`src/rtl/arm_ctrl_pkg.sv`:
```
// Shared encodings for the multicycle ARM control unit: FSM state enum,
// datapath select encodings, ALU command decode and condition-code values.
package arm_ctrl_pkg;

  typedef enum logic [3:0] {
    ST_FETCH  = 4'd0,
    ST_DECODE = 4'd1,
    ST_MEMADR = 4'd2,
    ST_MEMRD  = 4'd3,
    ST_MEMWB  = 4'd4,
    ST_MEMWR  = 4'd5,
    ST_EXER   = 4'd6,
    ST_EXEI   = 4'd7,
    ST_ALUWB  = 4'd8,
    ST_BRANCH = 4'd9,
    ST_LINK   = 4'd10
  } state_t;

  // Instr[27:26]
  localparam logic [1:0] OP_DP  = 2'b00;
  localparam logic [1:0] OP_MEM = 2'b01;
  localparam logic [1:0] OP_BR  = 2'b10;
  localparam logic [1:0] OP_ILL = 2'b11;

  localparam logic [1:0] ALU_ADD = 2'b00;
  localparam logic [1:0] ALU_SUB = 2'b01;
  localparam logic [1:0] ALU_AND = 2'b10;
  localparam logic [1:0] ALU_ORR = 2'b11;

  localparam logic [1:0] RES_ALUOUT = 2'b00;
  localparam logic [1:0] RES_DATA   = 2'b01;
  localparam logic [1:0] RES_ALURES = 2'b10;
  localparam logic [1:0] RES_PC     = 2'b11;

  localparam logic [1:0] SRCB_RD2  = 2'b00;
  localparam logic [1:0] SRCB_EXT  = 2'b01;
  localparam logic [1:0] SRCB_FOUR = 2'b10;

  localparam logic [1:0] IMM_8  = 2'b00;
  localparam logic [1:0] IMM_12 = 2'b01;
  localparam logic [1:0] IMM_24 = 2'b10;

  localparam logic [3:0] COND_EQ = 4'b0000;
  localparam logic [3:0] COND_NE = 4'b0001;
  localparam logic [3:0] COND_CS = 4'b0010;
  localparam logic [3:0] COND_CC = 4'b0011;
  localparam logic [3:0] COND_MI = 4'b0100;
  localparam logic [3:0] COND_PL = 4'b0101;
  localparam logic [3:0] COND_VS = 4'b0110;
  localparam logic [3:0] COND_VC = 4'b0111;
  localparam logic [3:0] COND_HI = 4'b1000;
  localparam logic [3:0] COND_LS = 4'b1001;
  localparam logic [3:0] COND_GE = 4'b1010;
  localparam logic [3:0] COND_LT = 4'b1011;
  localparam logic [3:0] COND_GT = 4'b1100;
  localparam logic [3:0] COND_LE = 4'b1101;
  localparam logic [3:0] COND_AL = 4'b1110;
  localparam logic [3:0] COND_NV = 4'b1111;

  // Data-processing cmd field to ALU operation; unsupported commands add.
  function automatic logic [1:0] alu_decode(input logic [3:0] cmd);
    logic [1:0] r;
    case (cmd)
      4'b0100: r = ALU_ADD;
      4'b0010: r = ALU_SUB;
      4'b0000: r = ALU_AND;
      4'b1100: r = ALU_ORR;
      default: r = ALU_ADD;
    endcase
    return r;
  endfunction

endpackage

```
`src/rtl/arm_mc_ctrl_if.sv`:
```
// Controller <-> datapath bundle. The master modport is the control unit
// (drives selects/enables), the slave modport is the datapath side
// (supplies instruction fields, ALU flags and the memory-ready strobe).
// mem_ready is a single-cycle completion strobe: an access in FETCH, MEMRD
// or MEMWR completes in exactly the cycle where mem_ready is high; the
// controller holds its address/enable outputs stable until then.
interface arm_mc_ctrl_if;
  logic [1:0] op;
  logic [5:0] funct;
  logic [3:0] rd;
  logic [3:0] cond;
  logic [3:0] alu_flags;
  logic       mem_ready;

  logic       pc_write;
  logic       mem_write;
  logic       reg_write;
  logic       ir_write;
  logic       adr_src;
  logic       alu_src_a;
  logic [1:0] alu_src_b;
  logic [1:0] result_src;
  logic [1:0] imm_src;
  logic [1:0] reg_src;
  logic [1:0] alu_control;
  logic       link;

  // Debug visibility of the sequencer and the stored NZCV flags.
  arm_ctrl_pkg::state_t state_dbg;
  logic [3:0]           flags_dbg;

  modport master (
    input  op, funct, rd, cond, alu_flags, mem_ready,
    output pc_write, mem_write, reg_write, ir_write, adr_src, alu_src_a,
           alu_src_b, result_src, imm_src, reg_src, alu_control, link,
           state_dbg, flags_dbg
  );

  modport slave (
    output op, funct, rd, cond, alu_flags, mem_ready,
    input  pc_write, mem_write, reg_write, ir_write, adr_src, alu_src_a,
           alu_src_b, result_src, imm_src, reg_src, alu_control, link,
           state_dbg, flags_dbg
  );
endinterface

```
`src/rtl/arm_cond_unit.sv`:
```
// NZCV flag register and condition evaluation. cond_ex_o is computed from
// the stored flags; flags are loaded when the sequencer requests it and the
// instruction's own condition passes.
module arm_cond_unit
  import arm_ctrl_pkg::*;
(
  input  logic       clk,
  input  logic       rst_n,
  input  logic [3:0] cond_i,
  input  logic [3:0] alu_flags_i,
  input  logic       flag_upd_i,
  input  logic       cv_upd_i,
  output logic       cond_ex_o,
  output logic [3:0] flags_o
);

  logic [3:0] flags_q, flags_d;
  logic       n_f, z_f, c_f, v_f;

  assign {n_f, z_f, c_f, v_f} = flags_q;
  assign flags_o = flags_q;

  // Standard ARM condition table against the stored flags.
  always_comb begin
    cond_ex_o = 1'b0;
    case (cond_i)
      COND_EQ: cond_ex_o = z_f;
      COND_NE: cond_ex_o = ~z_f;
      COND_CS: cond_ex_o = c_f;
      COND_CC: cond_ex_o = ~c_f;
      COND_MI: cond_ex_o = n_f;
      COND_PL: cond_ex_o = ~n_f;
      COND_VS: cond_ex_o = v_f;
      COND_VC: cond_ex_o = ~v_f;
      COND_HI: cond_ex_o = c_f & ~z_f;
      COND_LS: cond_ex_o = ~c_f | z_f;
      COND_GE: cond_ex_o = (n_f == v_f);
      COND_LT: cond_ex_o = (n_f != v_f);
      COND_GT: cond_ex_o = ~z_f & (n_f == v_f);
      COND_LE: cond_ex_o = z_f | (n_f != v_f);
      COND_AL: cond_ex_o = 1'b1;
      default: cond_ex_o = 1'b0;
    endcase
  end

  // Next flags: NZ on any flag-setting op, CV only for arithmetic ops.
  always_comb begin
    flags_d = flags_q;
    if (flag_upd_i && cond_ex_o) begin
      flags_d[3:2] = alu_flags_i[3:2];
      if (cv_upd_i) flags_d[1:0] = alu_flags_i[1:0];
    end
  end

  // Flag register.
  always_ff @(posedge clk or negedge rst_n) begin
    if (!rst_n) flags_q <= 4'b0000;
    else        flags_q <= flags_d;
  end

endmodule

```
`src/rtl/arm_mc_ctrl.sv`:
```
// Multicycle control unit for the 32-bit ARM core: sequences fetch, decode
// and execute, drives datapath selects/enables, gates writes with the
// condition result. Optional BL support is enabled by defining ARM_BL_EN
// (adds the LINK state which writes PC into R14 before branching).
module arm_mc_ctrl
  import arm_ctrl_pkg::*;
(
  input  logic          clk,
  input  logic          rst_n,
  arm_mc_ctrl_if.master bus
);

  state_t     state_q, state_d;
  logic       adr_src, alu_src_a, link;
  logic [1:0] alu_src_b, result_src, alu_control;
  logic       ir_write_raw, fetch_pc, branch, reg_write_raw, mem_write_raw;
  logic       flag_upd, cv_upd, cond_ex;
  logic [3:0] flags;

  arm_cond_unit u_cond (
    .clk         (clk),
    .rst_n       (rst_n),
    .cond_i      (bus.cond),
    .alu_flags_i (bus.alu_flags),
    .flag_upd_i  (flag_upd),
    .cv_upd_i    (cv_upd),
    .cond_ex_o   (cond_ex),
    .flags_o     (flags)
  );

  // Only ADD/SUB produce meaningful carry/overflow.
  assign cv_upd = ~alu_control[1];

  // Next-state and Moore selects; raw enables before condition gating.
  always_comb begin
    state_d       = state_q;
    adr_src       = 1'b0;
    alu_src_a     = 1'b0;
    alu_src_b     = SRCB_RD2;
    result_src    = RES_ALUOUT;
    alu_control   = ALU_ADD;
    link          = 1'b0;
    ir_write_raw  = 1'b0;
    fetch_pc      = 1'b0;
    branch        = 1'b0;
    reg_write_raw = 1'b0;
    mem_write_raw = 1'b0;
    flag_upd      = 1'b0;
    case (state_q)
      ST_FETCH: begin
        alu_src_a  = 1'b1;
        alu_src_b  = SRCB_FOUR;
        result_src = RES_ALURES;
        if (bus.mem_ready) begin
          ir_write_raw = 1'b1;
          fetch_pc     = 1'b1;
          state_d      = ST_DECODE;
        end
      end
      ST_DECODE: begin
        alu_src_a  = 1'b1;
        alu_src_b  = SRCB_FOUR;
        result_src = RES_ALURES;
        case (bus.op)
          OP_MEM: state_d = ST_MEMADR;
          OP_DP:  state_d = bus.funct[5] ? ST_EXEI : ST_EXER;
`ifdef ARM_BL_EN
          OP_BR:  state_d = bus.funct[4] ? ST_LINK : ST_BRANCH;
`else
          OP_BR:  state_d = ST_BRANCH;
`endif
          default: state_d = ST_FETCH;
        endcase
      end
      ST_MEMADR: begin
        alu_src_b = SRCB_EXT;
        state_d   = bus.funct[0] ? ST_MEMRD : ST_MEMWR;
      end
      ST_MEMRD: begin
        adr_src = 1'b1;
        if (bus.mem_ready) state_d = ST_MEMWB;
      end
      ST_MEMWB: begin
        result_src    = RES_DATA;
        reg_write_raw = 1'b1;
        state_d       = ST_FETCH;
      end
      ST_MEMWR: begin
        adr_src       = 1'b1;
        mem_write_raw = 1'b1;
        if (bus.mem_ready) state_d = ST_FETCH;
      end
      ST_EXER, ST_EXEI: begin
        alu_src_b   = (state_q == ST_EXEI) ? SRCB_EXT : SRCB_RD2;
        alu_control = alu_decode(bus.funct[4:1]);
        flag_upd    = bus.funct[0];
        state_d     = ST_ALUWB;
      end
      ST_ALUWB: begin
        result_src    = RES_ALUOUT;
        reg_write_raw = 1'b1;
        state_d       = ST_FETCH;
      end
      ST_BRANCH: begin
        alu_src_b  = SRCB_EXT;
        result_src = RES_ALURES;
        branch     = 1'b1;
        state_d    = ST_FETCH;
      end
`ifdef ARM_BL_EN
      ST_LINK: begin
        result_src    = RES_PC;
        link          = 1'b1;
        reg_write_raw = 1'b1;
        state_d       = ST_BRANCH;
      end
`endif
      default: state_d = ST_FETCH;
    endcase
  end

  // State register; reset aborts any instruction in flight.
  always_ff @(posedge clk or negedge rst_n) begin
    if (!rst_n) state_q <= ST_FETCH;
    else        state_q <= state_d;
  end

  // Enables are killed combinationally by reset so nothing writes while it is
  // low. A register write to R15 also loads the PC, except for the link write
  // whose destination is forced to R14.
  assign bus.ir_write  = rst_n & ir_write_raw;
  assign bus.reg_write = rst_n & reg_write_raw & cond_ex;
  assign bus.mem_write = rst_n & mem_write_raw & cond_ex;
  assign bus.pc_write  = rst_n & (fetch_pc | (branch & cond_ex) |
                         (reg_write_raw & cond_ex & ~link & (bus.rd == 4'hF)));

  assign bus.adr_src     = adr_src;
  assign bus.alu_src_a   = alu_src_a;
  assign bus.alu_src_b   = alu_src_b;
  assign bus.result_src  = result_src;
  assign bus.alu_control = alu_control;
  assign bus.link        = link;
  assign bus.imm_src     = bus.op;
  assign bus.reg_src     = {bus.op == OP_MEM, bus.op == OP_BR};
  assign bus.state_dbg   = state_q;
  assign bus.flags_dbg   = flags;

endmodule

```
`src/flat_wrapper.sv`:
```
// flat-port wrapper written by rule: the top's interface ports become plain ports
module arm_mc_ctrl_flat import arm_ctrl_pkg::*;
  (clk, rst_n, bus_op, bus_funct, bus_rd, bus_cond, bus_alu_flags, bus_mem_ready, bus_pc_write, bus_mem_write, bus_reg_write, bus_ir_write, bus_adr_src, bus_alu_src_a, bus_alu_src_b, bus_result_src, bus_imm_src, bus_reg_src, bus_alu_control, bus_link, bus_state_dbg, bus_flags_dbg);
  arm_mc_ctrl_if bus_i ();
  input  logic clk;
  input  logic rst_n;
  input wire logic [$bits(bus_i.op)-1:0] bus_op;
  input wire logic [$bits(bus_i.funct)-1:0] bus_funct;
  input wire logic [$bits(bus_i.rd)-1:0] bus_rd;
  input wire logic [$bits(bus_i.cond)-1:0] bus_cond;
  input wire logic [$bits(bus_i.alu_flags)-1:0] bus_alu_flags;
  input wire logic [$bits(bus_i.mem_ready)-1:0] bus_mem_ready;
  output wire logic [$bits(bus_i.pc_write)-1:0] bus_pc_write;
  output wire logic [$bits(bus_i.mem_write)-1:0] bus_mem_write;
  output wire logic [$bits(bus_i.reg_write)-1:0] bus_reg_write;
  output wire logic [$bits(bus_i.ir_write)-1:0] bus_ir_write;
  output wire logic [$bits(bus_i.adr_src)-1:0] bus_adr_src;
  output wire logic [$bits(bus_i.alu_src_a)-1:0] bus_alu_src_a;
  output wire logic [$bits(bus_i.alu_src_b)-1:0] bus_alu_src_b;
  output wire logic [$bits(bus_i.result_src)-1:0] bus_result_src;
  output wire logic [$bits(bus_i.imm_src)-1:0] bus_imm_src;
  output wire logic [$bits(bus_i.reg_src)-1:0] bus_reg_src;
  output wire logic [$bits(bus_i.alu_control)-1:0] bus_alu_control;
  output wire logic [$bits(bus_i.link)-1:0] bus_link;
  output wire logic [$bits(bus_i.state_dbg)-1:0] bus_state_dbg;
  output wire logic [$bits(bus_i.flags_dbg)-1:0] bus_flags_dbg;
  assign bus_i.op = bus_op;
  assign bus_i.funct = bus_funct;
  assign bus_i.rd = bus_rd;
  assign bus_i.cond = bus_cond;
  assign bus_i.alu_flags = bus_alu_flags;
  assign bus_i.mem_ready = bus_mem_ready;
  assign bus_pc_write = bus_i.pc_write;
  assign bus_mem_write = bus_i.mem_write;
  assign bus_reg_write = bus_i.reg_write;
  assign bus_ir_write = bus_i.ir_write;
  assign bus_adr_src = bus_i.adr_src;
  assign bus_alu_src_a = bus_i.alu_src_a;
  assign bus_alu_src_b = bus_i.alu_src_b;
  assign bus_result_src = bus_i.result_src;
  assign bus_imm_src = bus_i.imm_src;
  assign bus_reg_src = bus_i.reg_src;
  assign bus_alu_control = bus_i.alu_control;
  assign bus_link = bus_i.link;
  assign bus_state_dbg = bus_i.state_dbg;
  assign bus_flags_dbg = bus_i.flags_dbg;
  arm_mc_ctrl u_core (.clk(clk), .rst_n(rst_n), .bus(bus_i));
endmodule
```
`config.mk`:
```
export PLATFORM = sky130hd
export DESIGN_NAME = arm_mc_ctrl_flat
export DESIGN_NICKNAME = d
export VERILOG_FILES = /design/src/rtl/arm_ctrl_pkg.sv /design/src/rtl/arm_mc_ctrl_if.sv /design/src/rtl/arm_cond_unit.sv /design/src/rtl/arm_mc_ctrl.sv /design/src/flat_wrapper.sv
export SDC_FILE = /design/constraint.sdc
export NUM_CORES = 1
export LEC_CHECK = 0
export BUFFER_PORTS_ARGS = -buffer_cell sky130_fd_sc_hd__buf_2
export CORE_MARGIN = 2
export CORE_UTILIZATION = 35
export CTS_BUF_LIST = sky130_fd_sc_hd__clkbuf_8 sky130_fd_sc_hd__clkbuf_16
export CTS_CLUSTER_DIAMETER = 150
export DETAILED_ROUTE_END_ITERATION = 16
export GPL_ROUTABILITY_DRIVEN = 0
export GPL_TIMING_DRIVEN = 1
export HOLD_SLACK_MARGIN = 0.06
export PLACE_DENSITY = 0.69
export SKIP_LAST_GASP = 1
export SYNTH_ARGS = -nofsm -noshare
export SYNTH_HDL_FRONTEND = slang
export SYNTH_SLANG_ARGS = --single-unit
```
`constraint.sdc`:
```
create_clock -name clk -period 1.9 [get_ports clk]
set_input_delay 0.19 -clock clk [delete_from_list [all_inputs] [get_ports clk]]
set_output_delay 0.19 -clock clk [all_outputs]
set_load 0.01 [all_outputs]
```
Word level (Yosys, flattened, before mapping):

Index checks and enable logic that the tools add are counted.

* reduce and logical (&&, ||, !) cells: 13
* equality and inequality tests: 33
* muxes and demuxes: 21
* bitwise operators: 20

Operators by type and width (number)
* $eq A4 B4 Y1 const B: 11
* $eq A4 B3 Y1 const B: 8
* $pmux W4 S6: 1
* $eq A4 B2 Y1 const B: 5
* $pmux W1 S15: 1
* $logic_not A4 Y1: 3
* $mux W4: 3
* $pmux W2 S3: 2
* $pmux W4 S3: 1
* $and A1 B1 Y1: 11
* $mux W1: 10
* $reduce_or A2 Y1: 5
* $eq A4 B1 Y1 const B: 2
* $ne A2 B2 Y1 const B: 3
* $not A1 Y1: 5
* $or A1 B1 Y1: 4
* $pmux W2 S2: 1
* $mux W3: 1
* $reduce_and A3 Y1: 1
* $reduce_or A3 Y1: 1
* $eq A2 B1 Y1 const B: 1
* $eq A2 B2 Y1 const B: 1
* $logic_not A2 Y1: 1
* $mux W2: 1
* 4 further kinds: 4

* logic and storage cells: 90
* bits in registers: 8
* output and inout port bits: 25

Depth between registers and ports, before layout:

* depth after elaboration: 7
* mapped depth: 7

Cells and area by module:

From an unflattened synthesis, not the netlist that was laid out.

* cells, all modules: 101
* area, all modules: 868.3 um2

Modules (own cells, without submodules)
* arm_mc_ctrl: area an instance 514.2 um2, instances 1, cells each 64
* arm_cond_unit: area an instance 354.1 um2, instances 1, cells each 37

Worst setup path after synthesis:

Ideal clock, no wire load.

* kind: register to output
* from: reg u_core.u_cond.flags_q[3] (netlist: u_core.u_cond.flags_o[3])
* to: out bus_reg_write
* arrival time: 1712 ps
* path slack: -2 ps
* required time: 1710 ps
* cell stages (with the launch flop): 7
* path buffers: 0
* path through: dfrtp_1 xnor2_1 nor4b_1 o311ai_2 o211ai_2 nand2_1 nor4_1

* cells in the longest elaborated chain, start to end: 4

Ends and longest elaborated chain
* start, declared: line arm_cond_unit.sv:17 `logic [3:0] flags_q, flags_d;`
* start signal, assigned: line arm_cond_unit.sv:58 `else flags_q <= flags_d;`
* $ne A1 B1 Y1 / $eq A1 B1 Y1 (equally long branches)
* $or A1 B1 Y1 / $and A1 B1 Y1 (equally long branches): line arm_cond_unit.sv:40, arm_cond_unit.sv:39
* $pmux W1 S15 *: line arm_cond_unit.sv:26 `case (cond_i)`
* $and A1 B1 Y1 *: line arm_mc_ctrl.sv:132 `assign bus.reg_write = rst_n & reg_write_raw & cond_ex;`
* end, declared: line flat_wrapper.sv:15 `output wire logic [$bits(bus_i.reg_write)-1:0] bus_reg_write;`

Every way passes the cells marked *; elsewhere a longest branch is shown, timed or not.

Worst setup path in the final report:

* from: reg u_core.u_cond.flags_q[2] (netlist: u_core.u_cond.flags_o[2])
* to: out bus_pc_write

* cells in the longest elaborated chain, start to end: 7

Ends and longest elaborated chain
* $not A1 Y1: line arm_cond_unit.sv:28, arm_cond_unit.sv:35, arm_cond_unit.sv:39
* $and A1 B1 Y1 (on tied branches): line arm_cond_unit.sv:39, arm_cond_unit.sv:35
* $pmux W1 S15 *: line arm_cond_unit.sv:26
* $and A1 B1 Y1 (on tied branches): line arm_mc_ctrl.sv:134, arm_mc_ctrl.sv:135
* $or A1 B1 Y1 / $and A1 B1 Y1 (equally long branches): line arm_mc_ctrl.sv:134, arm_mc_ctrl.sv:135
* $or A1 B1 Y1 *: line arm_mc_ctrl.sv:134 `assign bus.pc_write = rst_n & (fetch_pc | (branch & cond_ex) |`
* $and A1 B1 Y1 *: line arm_mc_ctrl.sv:134
* end, declared: line flat_wrapper.sv:13 `output wire logic [$bits(bus_i.pc_write)-1:0] bus_pc_write;`

Marks and branches as above.

==> metrics.yaml <==
setup_path:
  cp.required_ps: 1710
  cp_max_fo: 5
  ff2ff_path_depth: 7
  cp-start-kind: "flop"
  end_kind: "primary output"
  path_class: "flop to primary output"
  cp.arrival_ps: 1830
timing:
  skew_ps: 5.53
  fmax_mhz: 496
  hold_violations: 0
  period_share_pct: 106
  rsz0062_at_grt: "yes"
  holdWs_ps: 193
  fin_crit_ps: 2020
  setup_viol: 5
  slew_viol_final: 0
  fin_ws_ps: -118
cts:
  clk_path_buf_depth: 2
  clk_latency_ps: 230
  cts_buffers: 3
  clock-sinks: 8
  cts_root_buf: "clkbuf_8"
  cts_tree: "built"
  path_clk_slew_ps: 40
  cts_max_level: 1
pwr:
  p_leak_nw: 0.631
  peakVddDrop_v: 0.000604
  finalPower_mw: 1.29
  power_density_nw_per_um2: 1010
synth:
  avgSynthCellArea_um2: 7.75
  synthCells: 109
  ys_ff_latch: 8
  synthFlopType: "dfrtp_1"
  synth_cell_type_count: 39
  yosys_warnings: 0
  synth_edf_count: 0
  yosysSeqAreaShare_pct: 23.7
  syn-num-nets: 132
  syn_area_um2: 845
  async_flop_share_pct: 100
min_path:
  hp-class: "input pin to flop"
  min_path_cells: 2
placed_design:
  hpwlAfterDp_um: 1800
  io_buffer_count: 46
floorplan:
  core_um2: 2250
  initial_core_util_pct: 37.5
  fp.dieW_um: 53.1
  die_h_um: 53.1
  dieArea_um2: 2820
  rows: 17
  num_io_pins: 48
grt:
  grt_first_pass_wirelength_um: 3910
  grt_max_degree: 12
  antenna_found_initial: 0
  grt_use_total_pct: 18.5
  grt_pass1_vias: 917
  grt.overflow.total: 0
drt:
  post_drt_wl_per_cell_um: 13.2
  drt_iter0_markers: 15
  drcViolationCount: 0
  drt_pre_antenna_iters: 4
  vias: 1003
  routed_via_density: 5.34
  antenna_left: 0
  wl_um: 2490
final_layout:
  layout_commonest_cell: "buf_2"
  nNetsFinal: 185
  area_growth_pct: 51.6
  diodes: 0
  drive_gt1_share_pct: 50.0
  layout_common_cells: "buf_2 (45), nor2_1 (11), nor2b_1 (9), buf_4 (9)"
job:
  cap_violations: 0
outcome:
  violations: "negative setup slack"
  status: "finished with violations"
[path summary, 6_finish.rpt]
check	startpoint	to	slack, ps
hold reg to reg	u_core.u_cond.flags_o[1]	u_core.u_cond.flags_o[1]	550
setup / recovery	u_core.u_cond.flags_o[2]	bus_pc_write	-120
min in group asynchronous	rst_n	u_core.bus.state_dbg[1]	360
setup reg to reg	u_core.u_cond.flags_o[2]	u_core.u_cond.flags_o[0]	-20
hold / removal	bus_alu_flags[1]	u_core.u_cond.flags_o[1]	190
max in group asynchronous	rst_n	u_core.u_cond.flags_o[2]	1310
[registers in the layout, summed over array words and instances (netlist names)]
register	cells
u_core.bus.state_dbg	4
u_core.u_cond.flags_o	4
[synth_stat cells (2+ instances only)]
master	count	area share, %
o311ai_2	2	3.9
inv_1	3	1.3
buf_4	3	2.7
xnor2_1	2	2.1
and3_1	2	1.5
nand2b_1	4	3.0
a211oi_1	2	1.8
nor4_1	3	2.2
a21oi_1	6	3.6
nor3_1	5	3.0
nor2b_1	9	6.7
nor4b_1	2	2.1
nand3_1	3	1.8
clkbuf_1	5	2.2
mux2_1	2	2.7
mux2_4	2	3.6
nor2_1	11	4.9
nand2_1	8	3.6
dfrtp_1	8	24
o21ai_0	8	4.7
[cells by family after synthesis]
group | Yosys count | synth area share [%]
AND/OR/NAND/NOR | 50 | 31.0
AO/OA/AOI/OAI | 29 | 26.4
buffers and inverters | 13 | 8.00
flip-flops | 8 | 23.7
multiplexers | 5 | 7.41
XOR/XNOR | 3 | 3.11
other | 1 | 0.444
[layer usage]
layer / part of all wire, % / vias to the layer above / global-route usage [%]
met2: 50 / 45 / 33.8
met4: 0 / 0 / 5.56
met5: 0 / - / 0
met3: 6.7 / 0 / 2.82
li1: - / 498 / -
met1: 43 / 460 / 22.0
[area by class of cell]
type                            count  area (um2)
Clock buffer                        3        41.3
Fill cell                         217         975
Tap cell                           28        35.0
Multi-Input combinational cell     88         661
Inverter                            4        15.0
Sequential cell                     8         203
Timing Repair Buffer               57         325
[power breakdown]
part | switching (mW) | internal, mW | leakage (nW)
logic | 0.401 | 0.381 | 0.506
clock network | 0.0674 | 0.137 | 0.0216
registers | 0.0815 | 0.223 | 0.104
[per-stage QoR]
| stage | setup slack [ps] | setup TNS (ps) | utilization [%] | area (um2) | instances |
|---|---|---|---|---|---|
| finish | -118 | -285 | 56.8 | 1280 | 188 |
| global route | -207 | -822 | 56.8 | 1280 | 188 |
| CTS | -102 | -318 | 55.2 | 1240 | 188 |
| detailed placement | 24.2 | 0 | 49.5 | 1120 | 181 |
| global placement | 59.5 | 0 | 49.5 | 1120 | 181 |
| floorplan | 39.2 | 0 | - | 851 | 109 |
[repair_timing]
action | CTS | global route
hold endpoints to repair | 8 | 0
pin swaps | 5 | 4
setup buffers | 3 | 0
hold buffers | 1 | 0
endpoints found under the setup margin | 3 | 7
gates resized for setup | 10 | 7
[critical path, cell delays in order (launching register included)]
cell      delay (ps)
dfrtp_2          440
nor2b_1          150
a211o_2          330
a31oi_4          160
o211ai_2         140
a31o_2           280
buf_6            120
Note: power is estimated with default switching activity, not from simulation.
